===== config.mk =====
export PLATFORM = sky130hd
export DESIGN_NAME = issue_hazard_ctrl
export DESIGN_NICKNAME = d
export VERILOG_FILES = /design/src/rtl/issue_hazard_ctrl_pkg.sv /design/src/rtl/issue_hazard_ctrl_scoreboard.sv /design/src/rtl/issue_hazard_ctrl.sv
export SDC_FILE = /design/constraint.sdc
export NUM_CORES = 1
export LEC_CHECK = 0
export CAP_MARGIN = 20
export CORE_ASPECT_RATIO = 1.5
export CORE_MARGIN = 1
export CORE_UTILIZATION = 40
export CTS_BUF_LIST = sky130_fd_sc_hd__clkbuf_4 sky130_fd_sc_hd__clkbuf_8
export DETAILED_ROUTE_END_ITERATION = 10
export GPL_TIMING_DRIVEN = 0
export PLACE_DENSITY = 0.64
export SYNTH_ARGS = -nofsm -noshare
export SYNTH_HDL_FRONTEND = slang
export SYNTH_SLANG_ARGS = --single-unit
export TNS_END_PERCENT = 30

===== constraint.sdc =====
create_clock -name clk -period 5.44 [get_ports clk]
set_clock_uncertainty 0.05 [all_clocks]
set_input_delay 1.088 -clock clk [delete_from_list [all_inputs] [get_ports clk]]
set_output_delay 1.088 -clock clk [all_outputs]
set_load 0.005 [all_outputs]

===== src/rtl/issue_hazard_ctrl_pkg.sv =====
// Shared types and constants for the issue hazard controller: FSM encoding,
// scoreboard width and the register-address decode helper.
package issue_hazard_ctrl_pkg;

  localparam int REG_NUM    = 32;
  localparam int REG_ADDR_W = 5;

  typedef logic [REG_ADDR_W-1:0] reg_addr_t;

  typedef enum logic [1:0] {
    ST_RUN   = 2'd0,
    ST_STALL = 2'd1,
    ST_FLUSH = 2'd2
  } state_e;

  // One-hot decode of a register address; r0 never decodes so it can never go busy.
  function automatic logic [REG_NUM-1:0] reg_decode(input logic en, input reg_addr_t addr);
    logic [REG_NUM-1:0] vec;
    vec = '0;
    if (en && (addr != 5'd0)) begin
      vec[addr] = 1'b1;
    end else begin
      vec = '0;
    end
    return vec;
  endfunction

endpackage


===== src/rtl/issue_hazard_ctrl_scoreboard.sv =====
// Busy-bit scoreboard for in-flight long-latency destinations, with a
// writeback bypass so a same-cycle completion hides its busy bit.
module issue_scoreboard
  import issue_hazard_ctrl_pkg::*;
(
  input  logic        clk,
  input  logic        rst,
  input  logic        set_en,
  input  logic [4:0]  set_addr,
  input  logic        clr_en,
  input  logic [4:0]  clr_addr,
  output logic [31:0] busy_vec,
  output logic [31:0] eff_busy
);

  logic [REG_NUM-1:0] busy_r;
  logic [REG_NUM-1:0] set_mask_s;
  logic [REG_NUM-1:0] clr_mask_s;

  // Set/clear masks and bypassed busy view.
  always_comb begin
    set_mask_s = reg_decode(set_en, set_addr);
    clr_mask_s = reg_decode(clr_en, clr_addr);
    eff_busy   = busy_r & ~clr_mask_s;
  end

  // Busy register; a set on the same register as a clear wins.
  always_ff @(posedge clk) begin
    if (rst) begin
      busy_r <= '0;
    end else begin
      busy_r <= (busy_r & ~clr_mask_s) | set_mask_s;
    end
  end

  assign busy_vec = busy_r;

endmodule


===== src/rtl/issue_hazard_ctrl.sv =====
// Scoreboard-based decode->EXE issue controller with flush handling.
// Optional perf counters are enabled by defining ISSUE_HAZARD_PERF_EN.
module issue_hazard_ctrl
  import issue_hazard_ctrl_pkg::*;
#(
  parameter int MAX_OUTSTANDING = 4,
  parameter int FLUSH_CYCLES    = 1
) (
  input  logic        clk,
  input  logic        rst,
  input  logic        id_valid_i,
  input  logic        id_reg1_read_i,
  input  logic [4:0]  id_reg1_addr_i,
  input  logic        id_reg2_read_i,
  input  logic [4:0]  id_reg2_addr_i,
  input  logic        id_wreg_i,
  input  logic [4:0]  id_waddr_i,
  input  logic        id_long_i,
  input  logic        id_div_i,
  input  logic        wb_valid_i,
  input  logic [4:0]  wb_waddr_i,
  input  logic        div_done_i,
  input  logic        flush_i,
  output logic        stall_o,
  output logic        issue_o,
  output logic        bubble_o,
  output logic [31:0] busy_vec_o,
  output logic [3:0]  pending_o
`ifdef ISSUE_HAZARD_PERF_EN
  ,
  output logic [31:0] perf_stall_cnt_o,
  output logic [15:0] perf_flush_cnt_o
`endif
);

  state_e             state_r, state_nxt_s;
  logic [2:0]         flush_cnt_r, flush_cnt_nxt_s;
  logic [3:0]         pending_r;
  logic               div_busy_r;
  logic [REG_NUM-1:0] eff_busy_s;
  logic               hazard_s;
  logic               inc_s, dec_s;

  issue_scoreboard u_scoreboard (
    .clk      (clk),
    .rst      (rst),
    .set_en   (issue_o & id_long_i & id_wreg_i),
    .set_addr (id_waddr_i),
    .clr_en   (wb_valid_i),
    .clr_addr (wb_waddr_i),
    .busy_vec (busy_vec_o),
    .eff_busy (eff_busy_s)
  );

  // Hazard detection against the bypassed scoreboard.
  always_comb begin
    hazard_s = (id_reg1_read_i & eff_busy_s[id_reg1_addr_i])
             | (id_reg2_read_i & eff_busy_s[id_reg2_addr_i])
             | (id_wreg_i      & eff_busy_s[id_waddr_i])
             | (id_div_i & div_busy_r & ~div_done_i)
             | (id_long_i & (pending_r == 4'(MAX_OUTSTANDING)) & ~wb_valid_i);
  end

  // FSM state and flush counter register.
  always_ff @(posedge clk) begin
    if (rst) begin
      state_r     <= ST_RUN;
      flush_cnt_r <= 3'd0;
    end else begin
      state_r     <= state_nxt_s;
      flush_cnt_r <= flush_cnt_nxt_s;
    end
  end

  // Next-state logic; flush overrides every state.
  always_comb begin
    state_nxt_s     = state_r;
    flush_cnt_nxt_s = flush_cnt_r;
    if (flush_i) begin
      state_nxt_s     = ST_FLUSH;
      flush_cnt_nxt_s = 3'(FLUSH_CYCLES - 1);
    end else begin
      case (state_r)
        ST_RUN, ST_STALL: state_nxt_s = (id_valid_i & hazard_s) ? ST_STALL : ST_RUN;
        ST_FLUSH: begin
          if (flush_cnt_r == 3'd0) begin
            state_nxt_s = ST_RUN;
          end else begin
            flush_cnt_nxt_s = flush_cnt_r - 3'd1;
          end
        end
        default: state_nxt_s = ST_RUN;
      endcase
    end
  end

  // Output decode; anything that does not issue becomes a bubble.
  always_comb begin
    stall_o  = 1'b0;
    issue_o  = 1'b0;
    bubble_o = 1'b1;
    if (rst || flush_i) begin
      bubble_o = 1'b1;
    end else begin
      case (state_r)
        ST_RUN, ST_STALL: begin
          if (id_valid_i && hazard_s) begin
            stall_o = 1'b1;
          end else if (id_valid_i) begin
            issue_o  = 1'b1;
            bubble_o = 1'b0;
          end else begin
            bubble_o = 1'b1;
          end
        end
        ST_FLUSH: bubble_o = 1'b1;
        default:  bubble_o = 1'b1;
      endcase
    end
  end

  // Decrement is suppressed at zero so late writebacks after reset are harmless.
  always_comb begin
    inc_s = issue_o & id_long_i;
    dec_s = wb_valid_i & (pending_r != 4'd0);
  end

  // Outstanding-op count and divider busy flag.
  always_ff @(posedge clk) begin
    if (rst) begin
      pending_r  <= 4'd0;
      div_busy_r <= 1'b0;
    end else begin
      case ({inc_s, dec_s})
        2'b10:   pending_r <= pending_r + 4'd1;
        2'b01:   pending_r <= pending_r - 4'd1;
        default: pending_r <= pending_r;
      endcase
      if (issue_o && id_div_i) begin
        div_busy_r <= 1'b1;
      end else if (div_done_i) begin
        div_busy_r <= 1'b0;
      end else begin
        div_busy_r <= div_busy_r;
      end
    end
  end

  assign pending_o = pending_r;

`ifdef ISSUE_HAZARD_PERF_EN
  logic [31:0] perf_stall_r;
  logic [15:0] perf_flush_r;

  // Saturating stall-cycle and flush-event counters.
  always_ff @(posedge clk) begin
    if (rst) begin
      perf_stall_r <= 32'd0;
      perf_flush_r <= 16'd0;
    end else begin
      if (stall_o && (perf_stall_r != 32'hFFFF_FFFF)) begin
        perf_stall_r <= perf_stall_r + 32'd1;
      end
      if (flush_i && (perf_flush_r != 16'hFFFF)) begin
        perf_flush_r <= perf_flush_r + 16'd1;
      end
    end
  end

  assign perf_stall_cnt_o = perf_stall_r;
  assign perf_flush_cnt_o = perf_flush_r;
`endif

endmodule


# After elaboration in Yosys (flattened, before gate mapping)
# Index checks and enable logic that the tools add are counted.
[totals]
output_inout_bits = 39
inputBits = 31
elab_cells = 90
ff_bits = 42
[classes]
n_eq_ne = 7
n_reduce_logical = 17
bitwise = 21
muxes = 30
add_sub_neg = 3
n_lt_le_gt_ge = 6
[op_table]
columns = ["operator", "count"]
rows = [
  ["$mux 32", 2],
  ["$and 32x32->32", 1],
  ["$not 32->32", 1],
  ["$or 32x32->32", 1],
  ["$lt 5x6->1 const B", 4],
  ["$mux 1", 19],
  ["$bmux 1 s5", 3],
  ["$and 1x1->1", 11],
  ["$demux 1 s5", 2],
  ["$ge 5x1->1 const B", 2],
  ["$reduce_bool 5->1", 2],
  ["$pmux 4 s2", 1],
  ["$logic_and 1x1->1", 6],
  ["$add 4x1->4 const B", 1],
  ["$eq 2x1->1 const B", 2],
  ["$eq 2x2->1 const B", 2],
  ["$eq 4x3->1 const B", 1],
  ["$mux 2", 2],
  ["$or 1x1->1", 4],
  ["$pmux 2 s2", 1],
  ["$reduce_bool 2->1", 2],
  ["$reduce_bool 4->1", 1],
  ["$reduce_or 2->1", 2],
  ["$sub 4x1->4 const B", 1],
  ["other kinds (8)", 10],
]

# Longest topological paths before layout
# Gate-level depths: netlist (run 1).
[depth]
depth_word = 23
ltp_mapped = 17
ltp_nobuf = 15

# By module
# From an unflattened synthesis (run 1), not the netlist that was laid out.
[unflattened]
cells_unflattened = 312
area_unflattened_um2 = 2882.8
[by_module_without_submodules]
columns = ["module", "n_inst", "area_each_um2", "seq_area_each_um2", "cells_each"]
rows = [
  ["issue_hazard_ctrl", 1, 1487.7, 200.2, 144],
  ["issue_scoreboard", 1, 1395.1, 640.6, 168],
]

# Worst setup path before layout (run 1)
# OpenSTA, ideal clock, no wires.
[synth_path]
kind = "in2reg"
startpoint = "input port id_waddr_i[0]"
endpoint = "register pending_r[3] (netlist: pending_o[3])"
required_ps = 5319
arrival_ps = 4386
cell_stages = 17
setup_ps = 71
path_slack_ps = 934
path_buffers = 2
path_cell_list = "buf_2 buf_1 mux2i_1 o32ai_1 o31a_1 o32ai_1 nor4_1 nor4_4 and2_1 nand2_1 ha_1 ha_1 a21o_1 a21oi_1 xnor2_1 or3_1 a21oi_1"
[synth_between]
elab_chain_cells = 13
elab_cells_between_ends = 15
cone_classes = "2 x eq/ne; 6 x mux; 5 x bitwise; 2 x reduce/logical"
[synth_rtl]
columns = ["element", "line", "text"]
rows = [
  ["start, declared", "issue_hazard_ctrl.sv:17", "input logic [4:0] id_waddr_i,"],
  ["$bmux 1 s5 *", "issue_hazard_ctrl.sv:59", "| (id_wreg_i & eff_busy_s[id_waddr_i])"],
  ["$mux 1 (not written as such) *", "issue_hazard_ctrl.sv:59", ""],
  ["$and 1x1->1 *", "issue_hazard_ctrl.sv:59", ""],
  ["$or 1x1->1 *", "issue_hazard_ctrl.sv:59", ""],
  ["$or 1x1->1 *", "issue_hazard_ctrl.sv:60", "| (id_div_i & div_busy_r & ~div_done_i)"],
  ["$or 1x1->1 *", "issue_hazard_ctrl.sv:61", "| (id_long_i & (pending_r == 4'(MAX_OUTSTANDING)) & ~wb_valid_i);"],
  ["$logic_and 1x1->1 *", "issue_hazard_ctrl.sv:107", "if (id_valid_i && hazard_s) begin"],
  ["$mux 1 *", "issue_hazard_ctrl.sv:107", ""],
  ["$mux 1 *", "issue_hazard_ctrl.sv:105", "case (state_r)"],
  ["$mux 1 *", "issue_hazard_ctrl.sv:102", "if (rst || flush_i) begin"],
  ["net issue_o", "issue_hazard_ctrl.sv:25", "output logic issue_o,"],
  ["$and 1x1->1 *", "issue_hazard_ctrl.sv:124", "inc_s = issue_o & id_long_i;"],
  ["$eq 2x1->1 or $eq 2x2->1 (tied branches)", "issue_hazard_ctrl.sv:134", "case ({inc_s, dec_s})"],
  ["$pmux 4 s2 or $reduce_bool 2->1 (tied branches)", "-", ""],
  ["end signal, assigned", "issue_hazard_ctrl.sv:135", "2'b10: pending_r <= pending_r + 4'd1;"],
  ["end signal, assigned", "issue_hazard_ctrl.sv:136", "2'b01: pending_r <= pending_r - 4'd1;"],
  ["end signal, assigned", "issue_hazard_ctrl.sv:137", "default: pending_r <= pending_r;"],
  ["end, declared", "issue_hazard_ctrl.sv:38", "logic [3:0] pending_r;"],
]
# The timed path passes the listed nets; every way through them passes the cells marked *. The select of a mux whose other input is x is not followed.
# A chain may end at the register's enable or synchronous reset.

# Worst setup path in the final report (run 1)
[layout_path]
startpoint = "input port wb_waddr_i[3]"
endpoint = "output port issue_o"
[layout_between]
elab_chain_cells = 18
elab_cells_between_ends = 27
cone_classes = "2 x order compare; 12 x mux; 9 x bitwise; 4 x reduce/logical"
[layout_rtl]
columns = ["element", "line", "text"]
rows = [
  ["start, declared", "issue_hazard_ctrl.sv:21", "input logic [4:0] wb_waddr_i,"],
  ["$lt 5x6->1 (not written as such) or $ge 5x1->1 (tied branches)", "issue_hazard_ctrl_pkg.sv:21", "vec[addr] = 1'b1;"],
  ["$logic_and 1x1->1 (not written as such)", "issue_hazard_ctrl_pkg.sv:21", ""],
  ["$mux 1 (not written as such)", "issue_hazard_ctrl_pkg.sv:21", ""],
  ["$demux 1 s5", "-", ""],
  ["$mux 32 *", "issue_hazard_ctrl_pkg.sv:20", "if (en && (addr != 5'd0)) begin"],
  ["$not 32->32 *", "issue_hazard_ctrl_scoreboard.sv:24", "eff_busy = busy_r & ~clr_mask_s;"],
  ["$and 32x32->32 *", "issue_hazard_ctrl_scoreboard.sv:24", ""],
  ["$bmux 1 s5 (on tied branches)", "issue_hazard_ctrl.sv:57, issue_hazard_ctrl.sv:58", ""],
  ["[... 2 more ...]", "-", ""],
  ["$or 1x1->1", "issue_hazard_ctrl.sv:58", "| (id_reg2_read_i & eff_busy_s[id_reg2_addr_i])"],
  ["$or 1x1->1 *", "issue_hazard_ctrl.sv:59", ""],
  ["$or 1x1->1 *", "issue_hazard_ctrl.sv:60", ""],
  ["$or 1x1->1 *", "issue_hazard_ctrl.sv:61", ""],
  ["$logic_and 1x1->1 *", "issue_hazard_ctrl.sv:107", ""],
  ["$mux 1 *", "issue_hazard_ctrl.sv:107", ""],
  ["$mux 1 *", "issue_hazard_ctrl.sv:105", ""],
  ["$mux 1 *", "issue_hazard_ctrl.sv:102", ""],
  ["end, declared", "issue_hazard_ctrl.sv:25", ""],
]
# Every way passes the cells marked *; elsewhere a longest branch is shown, timed or not. The select of a mux whose other input is x is not followed.

==> impl_metrics.json, run 1 <==
{
  "outcome": "finished, final reports clean",
  "drt-pass1-iter-count": 5,
  "die_w_um": 79.6,
  "cp-end-kind": "output port",
  "p_sw_frac": 0.321,
  "place.gp.congestion": 0.967,
  "cts-buffers-inserted": 5,
  "synth_cells": 456,
  "yosysSeqAreaShare": 0.233,
  "rows": 42,
  "arrival_ns": 4.29,
  "diodes": 0,
  "max_freq_ghz": 0.184,
  "drive_above_1_share": 0.122,
  "syn-num-nets": 493,
  "wl_per_cell_um": 23.4,
  "drt_iter0_markers": 416,
  "timing.rr.start": "u_scoreboard.busy_vec[15]",
  "grt_start_max_net_pins": 12,
  "synth.area.top_cells": "dfxtp_1, mux2i_1, o211ai_1",
  "power.share.sequential": 0.448,
  "path_clk_slew_ns": 0.08,
  "grt_pass1_wl_mm": 22.1,
  "p_total_w": 0.000695,
  "cap_violations": 0,
  "area_growth_pct": 26.7,
  "vias_per_cell": 6.72,
  "yosysWarnings": 0,
  "ant_nets": 0,
  "worst_slack_ns": 0.00775,
  "synth.distinct_cells": 77,
  "powerDensity_mw_per_mm2": 152,
  "synth_top_cell_by_area": "dfxtp_1",
  "timing.rr.end": "pending_o[3]",
  "clkLatencyLatePin_ns": 0.30,
  "crit_path_end": "issue_o",
  "placed_area_mm2": 0.00436,
  "maxSlewViolCount": 0,
  "drcViolationCount": 0,
  "power_frac_clock": 0.295,
  "slew_headroom": 0.556,
  "io-pin-count": 70,
  "required_ns": 4.30,
  "num_vias": 4266,
  "core_mm2": 0.00878,
  "start_util": 0.412,
  "min_period_ns": 5.43,
  "power_switching_w": 0.000223,
  "reg2reg_depth": 15,
  "leakagePower_nw": 1.53,
  "p_comb_frac": 0.257,
  "cp-startpoint": "wb_waddr_i[3]",
  "grt_usage": 0.310,
  "post-route-period-util": 0.999,
  "cts_root_buffer": "clkbuf_8",
  "cts_tree": "done",
  "clock_sinks": 42,
  "avgSynthCellArea_um2": 7.93,
  "fin_area_mm2": 0.00458,
  "htree_levels": 2,
  "multi_input_area_mm2": 0.00261,
  "finalWirelength_mm": 14.9,
  "grt_overflow_total": 0,
  "r2r_setup_slack_ns": 1.69,
  "start_kind": "primary input",
  "netlist_area_mm2": 0.00362,
  "synthArstFlopShare": 0,
  "dpl.hpwl_mm": 11.3,
  "synth_edf_count": 0,
  "ys_ff_latch": 42,
  "dieArea_mm2": 0.00943,
  "fp.dieH_um": 118,
  "synth_flop_cell": "dfxtp_1",
  "finalSetupViolCount": 0,
  "hp-class": "reg2reg",
  "worstMarginPinSlew_ns": 0.666,
  "finalHoldViolations": 0,
  "antenna_found_initial": 0,
  "synth_top_area_share": 0.233,
  "grt_pass1_vias": 4074,
  "worst-path-max-fanout": 10,
  "portBuffers": 61,
  "regArea_um2": 841,
  "irDropWorstVdd_mv": 0.127,
  "clock_path_buffers": 2,
  "utilization": 0.522,
  "preCtsSetupSlack_ns": -0.286,
  "crit_type": "in2out",
  "fill_cells": 899,
  "layout.nets": 562,
  "cellInternalPower_w": 0.000472
}
stage by stage:
stage	instances	hold slack (ns)	setup TNS, ns
final	635	0.459	0
after global routing	635	0.470	-0.118
after detailed placement	627	0.446	-0.881
after floorplan	456	0.418	0
after CTS	635	0.457	-0.0260
after global placement	627	0.438	-1.01
sequential cells by signal, indices dropped and copies added (netlist names):
name / cells
flush_cnt_r: 3
div_busy_r: 1
state_r: 2
u_scoreboard.busy_vec: 32
pending_o: 4
critical path, cell delays in order:
cell	delay, ns
clkdlybuf4s50_1	0.55
clkbuf_4	0.23
and4bb_2	0.42
nor4b_2	0.31
a311oi_1	0.09
o32ai_1	0.37
nor4_2	0.10
nor4_4	0.40
and2_4	0.23
clkdlybuf4s50_1	0.50
synthesized netlist by cell type, drive strengths merged (5+ instances only):
library cell,count
xor2,6
o21ai,28
a311oi,5
o31ai,5
o2111ai,5
mux2i,21
o211ai,20
xnor2,6
nand3,18
nand2b,5
nor2b,20
and3,6
clkbuf,16
nand2,29
nand4b,8
nor3b,5
buf,23
nor3,9
a21oi,14
o22ai,13
o311ai,10
dfxtp,42
ha,5
nand4,16
nor2,27
inv,20
cells by family (layout without fill, tap and decap cells):
group / Yosys count / count (layout) / synth area share
AND/OR/NAND/NOR: 167 / 167 / 0.272
AO/OA/AOI/OAI: 142 / 142 / 0.289
buffers and inverters: 60 / 129 / 0.0720
flip-flops: 42 / 42 / 0.233
multiplexers: 27 / 27 / 0.0830
XOR/XNOR: 12 / 12 / 0.0291
adder cells (fa/ha/maj): 6 / 6 / 0.0228
cell type report:
| type | instances | share of cell area |
|---|---|---|
| flip-flops and latches | 42 | 0.183 |
| plain buffers | 38 | 0.0434 |
| inverters | 21 | 0.0172 |
| clock buffers | 7 | 0.0183 |
| multi-input cells | 354 | 0.570 |
| repair buffers | 63 | 0.138 |
| well taps | 110 | 0.0300 |
worst min-delay path by stage:
stage,startpoint,end,depth (start not counted)
after global routing,pending_o[3],pending_o[3],2
after floorplan,u_scoreboard.busy_vec[0],u_scoreboard.busy_vec[0],2
after CTS,flush_cnt_r[1],flush_cnt_r[1],2
after detailed placement,flush_cnt_r[1],flush_cnt_r[1],2
after global placement,flush_cnt_r[1],flush_cnt_r[1],2
final,flush_cnt_r[1],flush_cnt_r[1],2
layout by cell type, fill, tap and decap left out, types with 6 or more instances in the layout:
master / count
dfxtp_1: 42
a21oi_1: 14
nand3_1: 18
nor2_1: 27
o211ai_1: 20
clkbuf_1: 14
xnor2_1: 6
o21ai_0: 16
nand4_1: 15
clkdlybuf4s50_1: 59
nor2b_1: 19
and3_1: 6
o22ai_1: 13
clkbuf_4: 8
buf_2: 7
o311ai_1: 7
nor3_1: 9
nand4b_1: 7
nand2_1: 28
mux2i_1: 21
inv_1: 20
power by group through the flow:
stage          Clock (W)  Combinational [W]  Sequential (W)
6_report        0.000205           0.000179        0.000311
5_1_grt         0.000218           0.000188        0.000311
4_1_cts         0.000207           0.000167        0.000311
3_5_place_dp           0           0.000162        0.000318
3_3_place_gp           0           0.000161        0.000318
2_1_floorplan          0          0.0000998        0.000318
per-layer routing:
layer,global-route usage,share of wire,up-vias
met5,0,0,-
met4,0.206,0.056,0
met3,0.0378,0.071,69
met2,0.513,0.49,285
met1,0.366,0.39,2007
li1,-,-,1905
what timing repair did:
item | CTS | global route
pin swaps | 1 | 3
endpoints found under the hold margin | 0 | 0
setup endpoints to repair | 3 | 3
buffers inserted | 1 | 1
hold buffers | 0 | 0
resized for setup | 14 | 30
gates cloned | 0 | 0
Note: power is estimated with default switching activity, not from simulation.
==> run 2, diff against run 1 <==
--- a/config.mk
+++ b/config.mk
@@ -12,7 +12,7 @@
 export CTS_BUF_LIST = sky130_fd_sc_hd__clkbuf_4 sky130_fd_sc_hd__clkbuf_8
 export DETAILED_ROUTE_END_ITERATION = 10
 export GPL_TIMING_DRIVEN = 0
-export PLACE_DENSITY = 0.64
+export PLACE_DENSITY_LB_ADDON = 0.25
 export SYNTH_ARGS = -nofsm -noshare
 export SYNTH_HDL_FRONTEND = slang
 export SYNTH_SLANG_ARGS = --single-unit
==> run 2 against run 1 <==
Against the previous run: core utilization fell by 0.24 points; die area stayed put; sequential share of layout area increased by 0.086 points; final area is 0.46% lower; count of clock-buffer cells in the layout shrank 1; flip-flop and latch count unchanged; first-iteration DRC count is 7.5% higher; highest routed layer unchanged; global-route usage is 2.0 points higher.
==> impl_metrics.json, run 2 (synthesis gave the netlist of run 1 again) <==
{
  "grt_pass1_vias": 4155,
  "placed_area_mm2": 0.00436,
  "tns_ns": 0,
  "fp.dieH_um": 118,
  "dp.cells": 627,
  "finalWirelength_mm": 15.3,
  "irDropWorstVdd_mv": 0.168,
  "hp-class": "reg2reg",
  "start_kind": "primary input",
  "power_switching_w": 0.000231,
  "drcViolationCount": 0,
  "cts_tree": "done",
  "place.gp.congestion": 0.963,
  "arrival_ns": 4.29,
  "post-route-period-util": 0.998,
  "finalSetupViolCount": 0,
  "portBuffers": 61,
  "wl_per_cell_um": 24.0,
  "power.share.sequential": 0.441,
  "drt-pass1-iter-count": 5,
  "dpl.hpwl_mm": 11.7,
  "p_total_w": 0.000706,
  "clkLatencyLatePin_ns": 0.31,
  "p_comb_frac": 0.248,
  "instances_no_fill": 638,
  "grt_overflow_total": 0,
  "slew_headroom": 0.554,
  "maxSlewViolCount": 0,
  "antenna_found_initial": 0,
  "preCtsSetupSlack_ns": -0.409,
  "powerDensity_mw_per_mm2": 155,
  "cts-buffers-inserted": 5,
  "ant_nets": 0,
  "final_common_cell": "clkdlybuf4s50_1",
  "worst_slack_ns": 0.0124,
  "rows": 42,
  "cellInternalPower_w": 0.000475,
  "required_ns": 4.30,
  "drt_iter0_markers": 447,
  "io-pin-count": 70,
  "vias_per_cell": 6.78,
  "clock_path_buffers": 2,
  "hold_buffers": 0,
  "grt_usage": 0.330,
  "area_growth_pct": 26.2,
  "grt_start_max_net_pins": 14,
  "drive_above_1_share": 0.121,
  "cp-end-kind": "output port",
  "cts_root_buffer": "clkbuf_8",
  "layout_common_cells": "clkdlybuf4s50_1, dfxtp_1, nand2_1",
  "min_period_ns": 5.43,
  "grt_pass1_wl_mm": 23.3,
  "r2r_setup_slack_ns": 1.63,
  "outcome": "finished, final reports clean",
  "largest_reg_flops": 32,
  "core_mm2": 0.00878,
  "grt_setup_unrepaired": "no",
  "clock_sinks": 42,
  "crit_type": "in2out",
  "worstMarginPinSlew_ns": 0.662,
  "layout.nets": 564,
  "htree_levels": 2,
  "cap_violations": 0,
  "start_util": 0.412,
  "regArea_um2": 841,
  "die_w_um": 79.6,
  "path_clk_slew_ns": 0.08,
  "p_sw_frac": 0.328,
  "multi_input_area_mm2": 0.00258,
  "num_vias": 4326,
  "fin_area_mm2": 0.00456,
  "power_frac_clock": 0.312,
  "worst-path-max-fanout": 10,
  "dieArea_mm2": 0.00943,
  "fill_cells": 878,
  "max_freq_ghz": 0.184,
  "finalHoldViolations": 0,
  "leakagePower_nw": 1.52,
  "diodes": 0
}
## run 2: cell count changes in the layout (fill, tap and decap cells not counted), moves of 2 or more
cell and change:
buf_4 +2, o311ai_0 +3, clkbuf_4 -6, buf_2 +4, o21ai_0 +2, o311ai_1 -3
## run 2: power by group through the flow
stage,sequential [W],clock [W],combinational [W]
after floorplan,0.000318,0,0.0000998
after global placement,0.000318,0,0.000162
after detailed placement,0.000318,0,0.000162
after CTS,0.000311,0.000224,0.000166
after global routing,0.000311,0.000237,0.000185
final,0.000311,0.000220,0.000175
## run 2: worst paths after layout
check,startpoint,end,cells after the start
max,wb_waddr_i[0],stall_o,11
min,pending_o[3],pending_o[3],2
max reg2reg,u_scoreboard.busy_vec[29],pending_o[3],15
min reg2reg,pending_o[3],pending_o[3],2
## run 2: metal layers
| metal | up-vias | global-route usage | part of all wire |
|---|---|---|---|
| met5 | - | 0 | 0 |
| met3 | 61 | 0.0479 | 0.083 |
| met1 | 2068 | 0.409 | 0.38 |
| met4 | 0 | 0.191 | 0.056 |
| met2 | 284 | 0.534 | 0.48 |
| li1 | 1913 | - | - |
## run 2: final cells by class
type,count,share of cell area
plain buffers,39,0.0431
multi-input cells,354,0.565
clock buffers,6,0.0181
inverters,21,0.0173
repair buffers,64,0.139
flip-flops and latches,42,0.184
clock inverters,2,0.00274
well taps,110,0.0302
## run 2: worst max-delay path, stage by stage
cell,delay (ns)
clkdlybuf4s50_1,0.49
clkbuf_4,0.25
buf_2,0.21
a31oi_1,0.17
o311ai_0,0.22
or4b_2,0.74
o21ai_2,0.26
nor4_4,0.07
buf_4,0.18
nor2b_1,0.11
clkdlybuf4s50_1,0.51
## run 2: per-stage QoR
step / hold slack (ns) / utilization
2_1_floorplan: 0.418 / -
3_3_place_gp: 0.438 / 0.497
3_5_place_dp: 0.442 / 0.497
4_1_cts: 0.451 / 0.511
5_1_grt: 0.481 / 0.520
6_report: 0.448 / 0.520
## run 2: timing repair
item                       in CTS  in global routing
setup endpoints to repair       4                  3
setup buffers                   1                  2
pin swaps                       1                  1
resized for setup              10                 18
